**src/rtl/mem_arbiter_if.sv**
```systemverilog
// Processor/memory bus bundle for mem_arbiter: instruction port, data port, memory port, Grant.
// slave is the arbiter's view; master is the processor-plus-memory side.
interface mem_arbiter_if #(
    parameter int unsigned WORD_SIZE = 16
);
    logic                 InstrReq;
    logic [WORD_SIZE-1:0] InstrAddr;
    logic [WORD_SIZE-1:0] InstrRdData;
    logic                 InstrWaitreq;

    logic                 ReadData;
    logic                 WriteData;
    logic [WORD_SIZE-1:0] DataAddr;
    logic [WORD_SIZE-1:0] DataOut;
    logic [WORD_SIZE-1:0] DataIn;
    logic                 DataWaitreq;

    logic [WORD_SIZE-1:0] MemAddr;
    logic [WORD_SIZE-1:0] MemWrData;
    logic                 MemRead;
    logic                 MemWrite;
    logic [WORD_SIZE-1:0] MemRdData;
    logic                 MemWaitreq;

    logic [1:0]           Grant;

    modport slave (
        input  InstrReq, InstrAddr, ReadData, WriteData, DataAddr, DataOut,
        input  MemRdData, MemWaitreq,
        output InstrRdData, InstrWaitreq, DataIn, DataWaitreq,
        output MemAddr, MemWrData, MemRead, MemWrite, Grant
    );

    modport master (
        output InstrReq, InstrAddr, ReadData, WriteData, DataAddr, DataOut,
        output MemRdData, MemWaitreq,
        input  InstrRdData, InstrWaitreq, DataIn, DataWaitreq,
        input  MemAddr, MemWrData, MemRead, MemWrite, Grant
    );
endinterface

```
**src/rtl/mem_arbiter.sv**
```systemverilog
// Two-requester memory arbiter: data has priority, but an instruction fetch that has
// watched STARVE_LIMIT consecutive data grants wins the next arbitration.
module mem_arbiter #(
    parameter int unsigned WORD_SIZE    = 16,
    parameter int unsigned STARVE_LIMIT = 4
) (
    input logic           Clock,
    input logic           Reset,
    mem_arbiter_if.slave  bus
);
    localparam int unsigned CntW = $clog2(STARVE_LIMIT + 1);
    localparam logic [CntW-1:0] StarveMax = CntW'(STARVE_LIMIT);

    typedef enum logic [1:0] {
        StIdle      = 2'd0,
        StInstrBusy = 2'd1,
        StDataBusy  = 2'd2
    } state_e;

    state_e          state_q;
    logic [CntW-1:0] starve_q;
    logic            data_req;
    logic            instr_starved;

    assign data_req      = bus.ReadData | bus.WriteData;
    assign instr_starved = bus.InstrReq && (starve_q == StarveMax);

    always_ff @(posedge Clock or posedge Reset) begin
        if (Reset) begin
            state_q       <= StIdle;
            starve_q      <= '0;
            bus.Grant     <= 2'd0;
            bus.MemAddr   <= {WORD_SIZE{1'b0}};
            bus.MemWrData <= {WORD_SIZE{1'b0}};
            bus.MemRead   <= 1'b0;
            bus.MemWrite  <= 1'b0;
        end else begin
            case (state_q)
                StIdle: begin
                    if (data_req && !instr_starved) begin
                        state_q       <= StDataBusy;
                        bus.Grant     <= 2'd2;
                        bus.MemAddr   <= bus.DataAddr;
                        bus.MemWrData <= bus.DataOut;
                        // Read and write together resolve to a write.
                        bus.MemRead   <= bus.ReadData & ~bus.WriteData;
                        bus.MemWrite  <= bus.WriteData;
                        if (!bus.InstrReq) begin
                            starve_q <= '0;
                        end else if (starve_q != StarveMax) begin
                            starve_q <= starve_q + 1'b1;
                        end
                    end else if (bus.InstrReq) begin
                        state_q     <= StInstrBusy;
                        bus.Grant   <= 2'd1;
                        bus.MemAddr <= bus.InstrAddr;
                        bus.MemRead <= 1'b1;
                        bus.MemWrite <= 1'b0;
                        starve_q    <= '0;
                    end
                end
                StInstrBusy, StDataBusy: begin
                    // Requester dropping its request does not abort; only memory ends it.
                    if (!bus.MemWaitreq) begin
                        state_q      <= StIdle;
                        bus.Grant    <= 2'd0;
                        bus.MemRead  <= 1'b0;
                        bus.MemWrite <= 1'b0;
                    end
                end
                default: begin
                    state_q      <= StIdle;
                    bus.Grant    <= 2'd0;
                    bus.MemRead  <= 1'b0;
                    bus.MemWrite <= 1'b0;
                end
            endcase
        end
    end

    assign bus.InstrWaitreq = bus.InstrReq & ~((state_q == StInstrBusy) & ~bus.MemWaitreq);
    assign bus.DataWaitreq  = data_req & ~((state_q == StDataBusy) & ~bus.MemWaitreq);
    assign bus.InstrRdData  = bus.MemRdData;
    assign bus.DataIn       = bus.MemRdData;
endmodule
```
**src/flat_wrapper.sv**
```systemverilog
// flat-port wrapper written by rule: the top's interface ports become plain ports
module mem_arbiter_flat 
#(
    parameter int unsigned WORD_SIZE    = 16,
    parameter int unsigned STARVE_LIMIT = 4
)
  (Clock, Reset, bus_InstrReq, bus_InstrAddr, bus_ReadData, bus_WriteData, bus_DataAddr, bus_DataOut, bus_MemRdData, bus_MemWaitreq, bus_InstrRdData, bus_InstrWaitreq, bus_DataIn, bus_DataWaitreq, bus_MemAddr, bus_MemWrData, bus_MemRead, bus_MemWrite, bus_Grant);
  mem_arbiter_if #(.WORD_SIZE(WORD_SIZE)) bus_i ();
  input logic Clock;
  input logic Reset;
  input wire logic [$bits(bus_i.InstrReq)-1:0] bus_InstrReq;
  input wire logic [$bits(bus_i.InstrAddr)-1:0] bus_InstrAddr;
  input wire logic [$bits(bus_i.ReadData)-1:0] bus_ReadData;
  input wire logic [$bits(bus_i.WriteData)-1:0] bus_WriteData;
  input wire logic [$bits(bus_i.DataAddr)-1:0] bus_DataAddr;
  input wire logic [$bits(bus_i.DataOut)-1:0] bus_DataOut;
  input wire logic [$bits(bus_i.MemRdData)-1:0] bus_MemRdData;
  input wire logic [$bits(bus_i.MemWaitreq)-1:0] bus_MemWaitreq;
  output wire logic [$bits(bus_i.InstrRdData)-1:0] bus_InstrRdData;
  output wire logic [$bits(bus_i.InstrWaitreq)-1:0] bus_InstrWaitreq;
  output wire logic [$bits(bus_i.DataIn)-1:0] bus_DataIn;
  output wire logic [$bits(bus_i.DataWaitreq)-1:0] bus_DataWaitreq;
  output wire logic [$bits(bus_i.MemAddr)-1:0] bus_MemAddr;
  output wire logic [$bits(bus_i.MemWrData)-1:0] bus_MemWrData;
  output wire logic [$bits(bus_i.MemRead)-1:0] bus_MemRead;
  output wire logic [$bits(bus_i.MemWrite)-1:0] bus_MemWrite;
  output wire logic [$bits(bus_i.Grant)-1:0] bus_Grant;
  assign bus_i.InstrReq = bus_InstrReq;
  assign bus_i.InstrAddr = bus_InstrAddr;
  assign bus_i.ReadData = bus_ReadData;
  assign bus_i.WriteData = bus_WriteData;
  assign bus_i.DataAddr = bus_DataAddr;
  assign bus_i.DataOut = bus_DataOut;
  assign bus_i.MemRdData = bus_MemRdData;
  assign bus_i.MemWaitreq = bus_MemWaitreq;
  assign bus_InstrRdData = bus_i.InstrRdData;
  assign bus_InstrWaitreq = bus_i.InstrWaitreq;
  assign bus_DataIn = bus_i.DataIn;
  assign bus_DataWaitreq = bus_i.DataWaitreq;
  assign bus_MemAddr = bus_i.MemAddr;
  assign bus_MemWrData = bus_i.MemWrData;
  assign bus_MemRead = bus_i.MemRead;
  assign bus_MemWrite = bus_i.MemWrite;
  assign bus_Grant = bus_i.Grant;
  mem_arbiter #(.WORD_SIZE(WORD_SIZE), .STARVE_LIMIT(STARVE_LIMIT)) u_core (.Clock(Clock), .Reset(Reset), .bus(bus_i));
endmodule
```
**config.mk**
```make
export PLATFORM = sky130hd
export DESIGN_NAME = mem_arbiter_flat
export DESIGN_NICKNAME = d
export VERILOG_FILES = /design/src/rtl/mem_arbiter_if.sv /design/src/rtl/mem_arbiter.sv /design/src/flat_wrapper.sv
export SDC_FILE = /design/constraint.sdc
export NUM_CORES = 1
export LEC_CHECK = 0
export ABC_AREA = 1
export BUFFER_PORTS_ARGS = -buffer_cell sky130_fd_sc_hd__clkbuf_2
export CORE_ASPECT_RATIO = 0.7
export CORE_MARGIN = 3
export CORE_UTILIZATION = 44
export DETAILED_ROUTE_END_ITERATION = 10
export GPL_TIMING_DRIVEN = 0
export PLACE_DENSITY = 0.8
export SYNTH_ARGS = -nofsm -noshare
export SYNTH_HDL_FRONTEND = slang
export SYNTH_SLANG_ARGS = --single-unit
```
**constraint.sdc**
```tcl
create_clock -name Clock -period 1.8 [get_ports Clock]
set_clock_uncertainty 0.05 [all_clocks]
set_input_delay 0 -clock Clock [delete_from_list [all_inputs] [get_ports Clock]]
set_output_delay 0 -clock Clock [all_outputs]
set_load 0.05 [all_outputs]
```
==> impl_metrics.sql, run 1 <==
INSERT INTO impl_metrics (metric_group, metric, value, unit) VALUES
('power_and_ir_drop', 'post-layout-total-power', '5.99', 'mW'),
('final_layout', 'end_of_flow_core_utilization', '0.727', ''),
('final_layout', 'final_nets', '545', ''),
('grt', 'grt_antenna_before_repair', '0', ''),
('critical_path', 'timing.critical_path.arrival', '1.77', 'ns'),
('sta', 'final.setup.worst_slack', '0.211', 'ns'),
('floorplanning', 'core-area', '5040', 'um2'),
('synthesis', 'synth-seq-cells', '39', ''),
('route', 'via_count', '2423', ''),
('power_and_ir_drop', 'ir_worst_vdd', '1.22', 'mV'),
('final_layout', 'layout.cell_area.non_filler', '3670', 'um2'),
('synthesis', 'post-synth-top-area-cell', 'sky130_fd_sc_hd__dfrtp_1', ''),
('synthesis', 'netlist-cell-type-count', '22', ''),
('critical_path', 'setup.worst_path.class', 'reg -> reg', ''),
('critical_path', 'cp_top_family', 'flip-flops', ''),
('critical_path', 'worst_setup_path_start_kind', 'register', ''),
('floorplanning', 'num_rows', '21', ''),
('sta', 'fmaxAchievable', '629', 'MHz'),
('sta', 'report.final.hold_viol_count', '0', ''),
('grt', 'globalRoute.totalOverflow', '0', ''),
('critical_path', 'critical-path-max-stage-delay', '0.42', 'ns'),
('final_layout', 'final_layout_size_suffix_gt1_frac', '0.446', ''),
('cts', 'maximum_clock_path_buffer_count', '2', ''),
('flow_run', 'drv_cap', '0', ''),
('sta', 'timing_worst_slew_pin_value', '0.803', 'ns'),
('grt', 'global_route_wire_length_before_repair', '10500', 'um'),
('cts', 'post_cts_resized', '0', ''),
('cts', 'ctsHoldBuffers', '40', ''),
('final_layout', 'num_antenna_cells', '0', ''),
('floorplanning', 'die_wd', '94.8', 'um'),
('sta', 'final_period_minus_worst_setup_slack', '1.59', 'ns'),
('route', 'detail_route.wirelength', '6700', 'um'),
('route', 'post_drt_wl_per_cell', '12.4', 'um'),
('synthesis', 'ranking_of_synthesized_cells_by_area', 'sky130_fd_sc_hd__dfrtp_1, sky130_fd_sc_hd__nand2_1, sky130_fd_sc_hd__buf_4', ''),
('critical_path', 'timing.critical_path.to_type', 'register', ''),
('power_and_ir_drop', 'powerDensity', '1630', 'nW/um2'),
('sta', 'maxSlewHeadroom', '0.464', ''),
('grt', 'grt_max_degree', '40', ''),
('placed_design', 'post-dp-hpwl', '4630', 'um'),
('critical_path', 'timing.critical_path.buf_inv', '3', ''),
('floorplanning', 'initial_utilization', '0.481', ''),
('placed_design', 'post_placement_worst_setup_slack', '0.235', 'ns'),
('synthesis', 'synth_largest_type_area_fraction', '0.402', ''),
('cts', 'clkSlewWorstSetupHoldPaths', '0.07', 'ns'),
('grt', 'global_route.usage.total', '0.211', ''),
('sta', 'fin_hold_ws', '0.00504', 'ns'),
('placed_design', 'numPlacedInstances', '492', ''),
('status', 'run_status', 'complete, no violations', ''),
('sta', 'finalCritPeriodShare', '0.883', ''),
('critical_path', 'worst-endpoint-required', '1.98', 'ns'),
('synthesis', 'synthCells', '300', ''),
('floorplanning', 'floorplan.io_pins', '140', ''),
('final_layout', 'area.growth.synth_to_final', '51.0', '%'),
('sta', 'report.final.setup_viol', '0', ''),
('final_layout', 'fin_cells', '540', ''),
('critical_path', 'critical-path-slowest-cell', 'sky130_fd_sc_hd__dfrtp_1', ''),
('power_and_ir_drop', 'power_leakage', '2.22', 'nW'),
('floorplanning', 'die_h', '68.1', 'um'),
('cts', 'clk_root_buffer_cell', 'sky130_fd_sc_hd__clkbuf_8', ''),
('final_layout', 'mostFrequentLayoutCell', 'sky130_fd_sc_hd__clkbuf_2', ''),
('placed_design', 'gpl.final_weighted_congestion', '0.798', ''),
('cts', 'clock_insertion_delay_worst_skew', '0.29', 'ns'),
('synthesis', 'yosysSeqAreaShare', '0.402', ''),
('synthesis', 'synth-warning-count', '0', ''),
('sta', 'slew_viol_final', '0', ''),
('grt', 'first_global_vias', '2369', ''),
('final_layout', 'layout.cells.most_common_list', 'sky130_fd_sc_hd__clkbuf_2, sky130_fd_sc_hd__nand2_1, sky130_fd_sc_hd__inv_1', ''),
('route', 'drtAntennaViolNets', '0', ''),
('floorplanning', 'design.die.area', '6460', 'um2'),
('sta', 'setup-tns-final', '0', 'ns'),
('placed_design', 'instance_area_at_placement', '3130', 'um2');
worst paths after layout:
path | start | slack, ns | endpoint | cells past startpoint
min reg2reg | u_core.bus.MemWrData[15] | 0.43 | u_core.bus.MemWrData[15] | 2
max reg2reg | u_core.bus.Grant[0] | 0.21 | u_core.bus.MemAddr[9] | 7
min | bus_DataAddr[11] | 0.005 | u_core.bus.MemAddr[11] | 5
min in group asynchronous | Reset | 0.35 | u_core.bus.MemWrData[12] | 3
max in group asynchronous | Reset | 0.83 | u_core.bus.Grant[0] | 3
max | u_core.bus.Grant[0] | 0.21 | u_core.bus.MemAddr[9] | 7
cell usage after synthesis:
cell and n:
sky130_fd_sc_hd__o21ai_1 2, sky130_fd_sc_hd__nand2_2 10, sky130_fd_sc_hd__o21ai_0 2, sky130_fd_sc_hd__inv_1 43
sky130_fd_sc_hd__buf_2 3, sky130_fd_sc_hd__nand2_8 1, sky130_fd_sc_hd__nand4_1 2, sky130_fd_sc_hd__buf_4 35
sky130_fd_sc_hd__nor2_2 1, sky130_fd_sc_hd__inv_2 3, sky130_fd_sc_hd__nor2_1 2, sky130_fd_sc_hd__dfrtp_1 39
sky130_fd_sc_hd__nand2_1 99, sky130_fd_sc_hd__nand3_1 26, sky130_fd_sc_hd__a21oi_1 2, sky130_fd_sc_hd__nand3_2 10
sky130_fd_sc_hd__buf_12 2, sky130_fd_sc_hd__buf_6 2, sky130_fd_sc_hd__nand3_4 1, sky130_fd_sc_hd__ha_1 5
sky130_fd_sc_hd__a21oi_4 1, sky130_fd_sc_hd__nand2_4 9
cells by family (layout without fill, tap and decap cells):
group                    after synthesis  count (layout)  synth area share
AND/OR/NAND/NOR                      161             161             0.342
buffers and inverters                 88             259             0.211
flip-flops                            39              39             0.402
AO/OA/AOI/OAI                          7               7            0.0191
adder cells (fa/ha/maj)                5               5            0.0258
final cells by class:
class	count	area, um2
Multi-Input combinational cell	173	942
Buffer	42	340
Fill cell	368	1380
Inverter	46	173
Clock buffer	6	72.6
Clock inverter	2	60.1
Tap cell	69	86.3
Timing Repair Buffer	163	1020
Sequential cell	39	976
per-layer routing:
layer  global-route usage  part of all wire
met3               0.0429             0.059
met4               0.0683             0.015
met1                0.247              0.41
met2                0.391              0.52
met5                    0                 0
worst reg2reg max path, cell delays in order, from the launching register on:
cell,delay [ns]
sky130_fd_sc_hd__dfrtp_1,0.42
sky130_fd_sc_hd__inv_1,0.09
sky130_fd_sc_hd__ha_1,0.30
sky130_fd_sc_hd__inv_2,0.07
sky130_fd_sc_hd__a21oi_4,0.27
sky130_fd_sc_hd__buf_12,0.19
sky130_fd_sc_hd__nand3_2,0.09
sky130_fd_sc_hd__nand2_2,0.05
state kept, by name, indices dropped and copies added, names as in the netlist:
signal                flops
u_core.bus.MemRead        1
u_core.bus.MemWrData     16
u_core.bus.MemWrite       1
u_core.bus.MemAddr       16
u_core.starve_q           3
u_core.bus.Grant          2
where the power goes:
group / internal (mW) / switching, mW
combinational: 0.929 / 2.64
clock: 0.554 / 0.303
sequential: 1.30 / 0.258
total: 2.79 / 3.20
(Power assumes the default switching activity.)
==> run 2, diff against run 1 <==
REMOVE_ABC_BUFFERS = 1   (was not set)
==> run 2 against run 1 <==
Global-route usage grew 1.5 points; sequential share of layout area grew 1.9 points; sequential power is essentially flat; critical endpoint is now u_core.bus.MemAddr[3]; largest power group unchanged.
==> impl_metrics.sql, run 2 (synthesis gave the netlist of run 1 again) <==
INSERT INTO impl_metrics (metric_group, metric, value, unit) VALUES
('grt', 'global_route.usage.total', '0.226', ''),
('flow_run', 'drv_cap', '0', ''),
('floorplanning', 'initial_utilization', '0.481', ''),
('route', 'detail_route.wirelength', '7250', 'um'),
('power_and_ir_drop', 'ir_worst_vdd', '0.942', 'mV'),
('route', 'drc', '0', ''),
('critical_path', 'worst-endpoint-required', '1.93', 'ns'),
('route', 'number_of_vias_per_cell', '4.67', ''),
('floorplanning', 'core-area', '5040', 'um2'),
('status', 'run_status', 'complete, no violations', ''),
('floorplanning', 'num_rows', '21', ''),
('grt', 'first_global_vias', '2264', ''),
('route', 'drt_iter0_drc', '81', ''),
('sta', 'slew_viol_final', '0', ''),
('final_layout', 'largestRegisters', 'u_core.bus.MemAddr: 16 flops, u_core.bus.MemWrData: 16 flops, u_core.starve_q: 3 flops', ''),
('cts', 'numCtsBuffers', '5', ''),
('final_layout', 'area.growth.synth_to_final', '41.0', '%'),
('cts', 'clock_insertion_delay_worst_skew', '0.28', 'ns'),
('power_and_ir_drop', 'power_leakage', '1.99', 'nW'),
('final_layout', 'layout.cells.most_common_list', 'sky130_fd_sc_hd__nand2_1, sky130_fd_sc_hd__clkbuf_2, sky130_fd_sc_hd__dlygate4sd3_1', ''),
('critical_path', 'timing.critical_path.arrival', '1.81', 'ns'),
('sta', 'report.final.hold_viol_count', '0', ''),
('grt', 'globalRoute.totalOverflow', '0', ''),
('sta', 'rsz0062_at_grt', 'false', ''),
('route', 'firstDrtPassIters', '4', ''),
('route', 'drtAntennaViolNets', '0', ''),
('cts', 'clkSlewWorstSetupHoldPaths', '0.08', 'ns'),
('floorplanning', 'design.die.area', '6460', 'um2'),
('final_layout', 'mostFrequentLayoutCell', 'sky130_fd_sc_hd__nand2_1', ''),
('cts', 'clock-sinks', '39', ''),
('min_path', 'holdCritPathClass', 'in -> reg', ''),
('floorplanning', 'die_wd', '94.8', 'um'),
('final_layout', 'final_layout_size_suffix_gt1_frac', '0.346', ''),
('placed_design', 'io_buffers', '91', ''),
('cts', 'clk_root_buffer_cell', 'sky130_fd_sc_hd__clkbuf_8', ''),
('route', 'via_count', '2306', ''),
('grt', 'grt_antenna_before_repair', '0', ''),
('power_and_ir_drop', 'powerDensity', '1670', 'nW/um2'),
('cts', 'tritoncts', 'yes', ''),
('sta', 'maxSlewHeadroom', '0.270', ''),
('final_layout', 'fill_cells', '406', ''),
('critical_path', 'worst_setup_path_start_kind', 'register', ''),
('power_and_ir_drop', 'seqPwrFrac', '0.273', ''),
('floorplanning', 'die_h', '68.1', 'um'),
('power_and_ir_drop', 'switchingPower', '3.19', 'mW'),
('final_layout', 'num_antenna_cells', '0', ''),
('route', 'post_drt_wl_per_cell', '14.7', 'um'),
('power_and_ir_drop', 'clock_power_share', '0.111', ''),
('grt', 'global_route_wire_length_before_repair', '11200', 'um'),
('sta', 'finalCritPeriodShare', '0.932', ''),
('grt', 'grt_max_degree', '40', ''),
('critical_path', 'maximum_fanout_encountered_on_the_critical_timing_path', '17', ''),
('critical_path', 'timing.critical_path.to_type', 'register', ''),
('final_layout', 'end_of_flow_core_utilization', '0.678', ''),
('power_and_ir_drop', 'power.share.switching', '0.558', ''),
('power_and_ir_drop', 'post-layout-total-power', '5.72', 'mW'),
('sta', 'timing_worst_slew_pin_value', '1.09', 'ns'),
('sta', 'final_period_minus_worst_setup_slack', '1.68', 'ns'),
('sta', 'fin_hold_ws', '0.00223', 'ns'),
('power_and_ir_drop', 'internal_power', '2.53', 'mW'),
('floorplanning', 'floorplan.io_pins', '140', ''),
('final_layout', 'final_nets', '499', ''),
('sta', 'report.final.setup_viol', '0', ''),
('cts', 'maximum_clock_path_buffer_count', '2', ''),
('sta', 'fmaxAchievable', '596', 'MHz'),
('cts', 'number_of_h_tree_branching_levels', '2', ''),
('power_and_ir_drop', 'p_comb_frac', '0.616', ''),
('placed_design', 'gpl.final_weighted_congestion', '0.718', ''),
('critical_path', 'setup.worst_path.class', 'reg -> reg', ''),
('placed_design', 'post-dp-hpwl', '4260', 'um');
run 2: repair_timing:
item                                   CTS  global route
endpoints found under the hold margin  105             0
setup endpoints to repair               36            34
cloned                                   0             1
resized for setup                        2             2
hold buffers                            57             0
pin swaps                                0             3
setup buffers                            0            10
run 2: area by class of cell:
type	instances	area, um2	share of cell area
inverter	46	175	0.0512
clock buffer	8	100	0.0293
timing repair buffer	158	1130	0.329
multi-input combinational	174	958	0.280
tap	69	86.3	0.0252
sequential	39	976	0.285
run 2: worst paths after layout:
| check | start | to | slack [ns] | cells after the start |
|---|---|---|---|---|
| max in group asynchronous | Reset | u_core.bus.MemWrData[8] | 0.82 | 3 |
| worst max-delay path | u_core.starve_q[0] | u_core.bus.MemAddr[3] | 0.12 | 8 |
| worst max register to register | u_core.starve_q[0] | u_core.bus.MemAddr[3] | 0.12 | 8 |
| worst min register to register | u_core.bus.MemWrData[3] | u_core.bus.MemWrData[3] | 0.43 | 2 |
| min in group asynchronous | Reset | u_core.bus.MemWrData[5] | 0.36 | 3 |
| worst min-delay path | bus_DataAddr[0] | u_core.bus.MemAddr[0] | 0.002 | 5 |
run 2: worst max-delay path: stages, from the launching register on:
cell and delay, ns:
sky130_fd_sc_hd__dfrtp_1 0.40, sky130_fd_sc_hd__inv_1 0.09, sky130_fd_sc_hd__ha_1 0.26, sky130_fd_sc_hd__nand3_4 0.24
sky130_fd_sc_hd__nand2_8 0.23, sky130_fd_sc_hd__buf_4 0.15, sky130_fd_sc_hd__nand2_4 0.04, sky130_fd_sc_hd__nand3_2 0.05
sky130_fd_sc_hd__nand2_2 0.04
run 2: metrics by stage:
stage               setup slack, ns  area, um2  cells  TNS [ns]
floorplan                   -0.0265       2090    258   -0.0579
CTS                         0.00442       3310    483         0
detailed placement           -0.209       2630    418     -4.83
finish                        0.123       3420    494         0
global route                0.00768       3420    494         0
global placement             -0.149       2630    418     -2.75
run 2: power groups by stage:
stage                     Sequential [mW]  Clock (mW)  Combinational, mW
after floorplan                      2.93           0               1.00
after global placement               1.56           0               3.08
after detailed placement             1.57           0               3.13
after CTS                            1.56       0.656               3.40
after global routing                 1.61       0.691               3.79
final                                1.56       0.634               3.52
run 2: routing by layer:
metal / part of all wire / global-route usage / vias to the layer above
met3: 0.068 / 0.0604 / 15
met1: 0.43 / 0.286 / 1073
met5: 0 / 0 / -
met2: 0.48 / 0.376 / 98
met4: 0.022 / 0.0845 / 0
li1: - / - / 1120
==> run 3, diff against run 2 <==
ABC_AREA = 0   (was 1)
CORE_UTILIZATION = 42   (was 44)
PLACE_DENSITY = 0.87   (was 0.8)
==> run 3 against run 2 <==
Maximum frequency decreased by 3.1%; non-clock buffer count decreased by 2; critical path depth is 4 lower; routed wire length rose by 2.9%; power grew 3.1%; critical endpoint is now u_core.bus.MemWrData[10]; critical path type unchanged; synthesized cell count down 33%.
==> impl_metrics.sql, run 3 <==
INSERT INTO impl_metrics (metric_group, metric, value, unit) VALUES
('cts', 'number_of_h_tree_branching_levels', '2', ''),
('synthesis', 'ranking_of_synthesized_cells_by_area', 'sky130_fd_sc_hd__dfrtp_1, sky130_fd_sc_hd__buf_4, sky130_fd_sc_hd__mux2_4', ''),
('cts', 'clkSlewWorstSetupHoldPaths', '0.07', 'ns'),
('synthesis', 'synth_compound_gate_area_share', '0.177', ''),
('power_and_ir_drop', 'ir_worst_vdd', '0.911', 'mV'),
('placed_design', 'io_buffers', '91', ''),
('floorplanning', 'num_rows', '20', ''),
('route', 'via_count', '2084', ''),
('synthesis', 'synthTopCellsByCount', 'sky130_fd_sc_hd__dfrtp_1, sky130_fd_sc_hd__buf_4, sky130_fd_sc_hd__nor2_1', ''),
('sta', 'rsz0062_at_grt', 'false', ''),
('cts', 'numCtsBuffers', '5', ''),
('floorplanning', 'die_h', '65.2', 'um'),
('synthesis', 'synth_largest_type_area_fraction', '0.464', ''),
('power_and_ir_drop', 'powerDensity', '1890', 'nW/um2'),
('sta', 'final_period_minus_worst_setup_slack', '1.73', 'ns'),
('min_path', 'holdCritPathClass', 'in -> reg', ''),
('final_layout', 'end_of_flow_core_utilization', '0.683', ''),
('route', 'number_of_vias_per_cell', '5.37', ''),
('cts', 'tritoncts', 'yes', ''),
('synthesis', 'netlist-cell-type-count', '27', ''),
('final_layout', 'mostFrequentLayoutCell', 'sky130_fd_sc_hd__clkbuf_2', ''),
('synthesis', 'synthCells', '200', ''),
('final_layout', 'fin_cells', '388', ''),
('synthesis', 'dominant_combinational_cell_family_by_area_after_synthesis', 'compound AO/OA/AOI/OAI gates', ''),
('sta', 'report.final.setup_viol', '0', ''),
('sta', 'report.final.hold_viol_count', '0', ''),
('floorplanning', 'initial_utilization', '0.459', ''),
('critical_path', 'worst_setup_path_start_kind', 'register', ''),
('route', 'post_drt_wl_per_cell', '19.2', 'um'),
('placed_design', 'numPlacedInstances', '312', ''),
('cts', 'clock_insertion_delay_worst_skew', '0.28', 'ns'),
('placed_design', 'post-dp-hpwl', '3930', 'um'),
('sta', 'fmaxAchievable', '578', 'MHz'),
('placed_design', 'gpl.final_weighted_congestion', '0.777', ''),
('final_layout', 'layout.cells.most_common_list', 'sky130_fd_sc_hd__clkbuf_2, sky130_fd_sc_hd__dlygate4sd3_1, sky130_fd_sc_hd__dfrtp_1', ''),
('grt', 'grt_antenna_before_repair', '0', ''),
('synthesis', 'synth-warning-count', '0', ''),
('critical_path', 'timing.critical_path.arrival', '1.84', 'ns'),
('critical_path', 'critical-path-max-stage-delay', '0.43', 'ns'),
('route', 'firstDrtPassIters', '4', ''),
('route', 'drtAntennaViolNets', '0', ''),
('synthesis', 'synthMostInstantiatedCell', 'sky130_fd_sc_hd__dfrtp_1', ''),
('final_layout', 'area.growth.synth_to_final', '48.7', '%'),
('grt', 'first_global_vias', '2131', ''),
('grt', 'global_route.usage.total', '0.239', ''),
('grt', 'globalRoute.totalOverflow', '0', ''),
('floorplanning', 'die_wd', '90.6', 'um'),
('route', 'detail_route.wirelength', '7450', 'um'),
('synthesis', 'post-synth-top-area-cell', 'sky130_fd_sc_hd__dfrtp_1', ''),
('critical_path', 'critical-path-slowest-cell', 'sky130_fd_sc_hd__dfrtp_1', ''),
('flow_run', 'drv_cap', '0', ''),
('synthesis', 'mappedNetlistArea', '2100', 'um2'),
('synthesis', 'post_synth_mux_area_share', '0.105', ''),
('final_layout', 'num_antenna_cells', '0', ''),
('floorplanning', 'design.die.area', '5910', 'um2'),
('route', 'drc', '0', ''),
('synthesis', 'post_synth_and_or_nand_nor_area_fraction', '0.0553', ''),
('critical_path', 'worst-endpoint-required', '1.91', 'ns'),
('grt', 'global_route_wire_length_before_repair', '11100', 'um'),
('route', 'drt_iter0_drc', '114', ''),
('synthesis', 'yosysSeqAreaShare', '0.464', ''),
('cts', 'post-cts-setup-buffer-count', '0', ''),
('status', 'run_status', 'complete, no violations', ''),
('synthesis', 'synth.avg_cell_area', '10.5', 'um2'),
('final_layout', 'layout.cell_area.non_filler', '3130', 'um2'),
('critical_path', 'maximum_fanout_encountered_on_the_critical_timing_path', '9', ''),
('synthesis', 'postSynth.asyncResetShare', '1.00', ''),
('final_layout', 'final_layout_size_suffix_gt1_frac', '0.391', ''),
('critical_path', 'timing.critical_path.to_type', 'register', ''),
('synthesis', 'ys_dominant_reg_cell', 'sky130_fd_sc_hd__dfrtp_1', ''),
('floorplanning', 'core-area', '4580', 'um2'),
('sta', 'finalCritPeriodShare', '0.961', ''),
('synthesis', 'share_of_the_synthesized_netlist_area_taken_by_xor_and_xnor_gates', '0', ''),
('sta', 'timing_worst_slew_pin_value', '1.12', 'ns'),
('sta', 'maxSlewHeadroom', '0.251', ''),
('sta', 'slew_viol_final', '0', ''),
('critical_path', 'path_cells', 'inv_1 -> ha_2 -> and3_4 -> mux2_2', ''),
('placed_design', 'instance_area_at_placement', '2310', 'um2'),
('critical_path', 'setup.worst_path.class', 'reg -> reg', ''),
('final_layout', 'final_nets', '396', ''),
('cts', 'clk_root_buffer_cell', 'sky130_fd_sc_hd__clkbuf_8', ''),
('floorplanning', 'floorplan.io_pins', '140', ''),
('synthesis', 'edff_count_synth', '0', ''),
('synthesis', 'synth-seq-cells', '39', ''),
('power_and_ir_drop', 'power_leakage', '1.47', 'nW'),
('cts', 'maximum_clock_path_buffer_count', '2', ''),
('final_layout', 'largestRegisters', 'u_core.bus.MemAddr: 16 flops, u_core.bus.MemWrData: 16 flops, u_core.starve_q: 3 flops', ''),
('cts', 'clock-sinks', '39', ''),
('grt', 'grt_max_degree', '40', ''),
('synthesis', 'synth_adder_area_share', '0.0297', '');
## run 3: timing repair
item / CTS / global route
endpoints found under the hold margin: 103 / 0
cloned: 0 / 3
pin swaps: 0 / 1
gates resized for setup: 6 / 6
hold buffers: 65 / 0
setup endpoints to repair: 24 / 22
## run 3: stage by stage
stage                     power (mW)  setup TNS [ns]  hold slack [ns]  setup slack, ns
after global routing            6.20               0           0.0994           0.0107
final                           5.90               0           0.0814           0.0697
after detailed placement        4.83           -7.96          -0.0494           -0.429
after floorplan                 4.06           -1.32          -0.0500           -0.321
after CTS                       5.69               0           0.0626          0.00581
after global placement          4.76           -7.69          -0.0494           -0.420
## run 3: where the power goes
group	leakage (nW)	internal [mW]	switching [mW]
Clock	0.0422	0.272	0.288
Combinational	0.972	1.11	2.63
Sequential	0.459	1.32	0.281
## run 3: cells by family (layout without fill, tap and decap cells)
logic type | count (synthesis) | count (layout)
flops | 39 | 39
simple gates | 27 | 29
compound gates | 61 | 62
mux | 17 | 17
fa+ha+maj | 5 | 5
buf+inv | 51 | 170
## run 3: cell type report
type / instances / area, um2
Fill cell: 345 / 1450
Clock inverter: 1 / 5.00
Clock buffer: 7 / 76.3
Timing Repair Buffer: 156 / 1110
Sequential cell: 39 / 976
Tap cell: 66 / 82.6
Inverter: 6 / 22.5
Multi-Input combinational cell: 113 / 860
## run 3: worst paths after layout
check | to | depth (start not counted) | slack [ns] | start
max | u_core.bus.MemWrData[10] | 4 | 0.07 | u_core.bus.Grant[0]
max in group asynchronous | u_core.bus.MemAddr[1] | 3 | 0.81 | Reset
min reg2reg | u_core.bus.MemWrData[8] | 1 | 0.46 | u_core.bus.MemWrData[8]
min | u_core.bus.Grant[1] | 3 | 0.08 | bus_MemWaitreq
max reg2reg | u_core.bus.MemWrData[10] | 4 | 0.07 | u_core.bus.Grant[0]
min in group asynchronous | u_core.bus.MemWrData[11] | 3 | 0.38 | Reset
## run 3: per-layer routing
metal | vias up | routed length [um] | track usage
met2 | 135 | 3490 | 0.400
met5 | - | 0 | 0
li1 | 918 | - | -
met1 | 1007 | 3050 | 0.279
met4 | 0 | 216 | 0.101
met3 | 24 | 689 | 0.0881
## run 3: worst max-delay path: cells and delay by family, from the launching register on
kind | cells | cell delay [ns]
muxes | 1 | 0.35
and+or+nand+nor | 1 | 0.35
DFF | 1 | 0.43
adders and majority gates | 1 | 0.32
buffers and inverters | 1 | 0.11
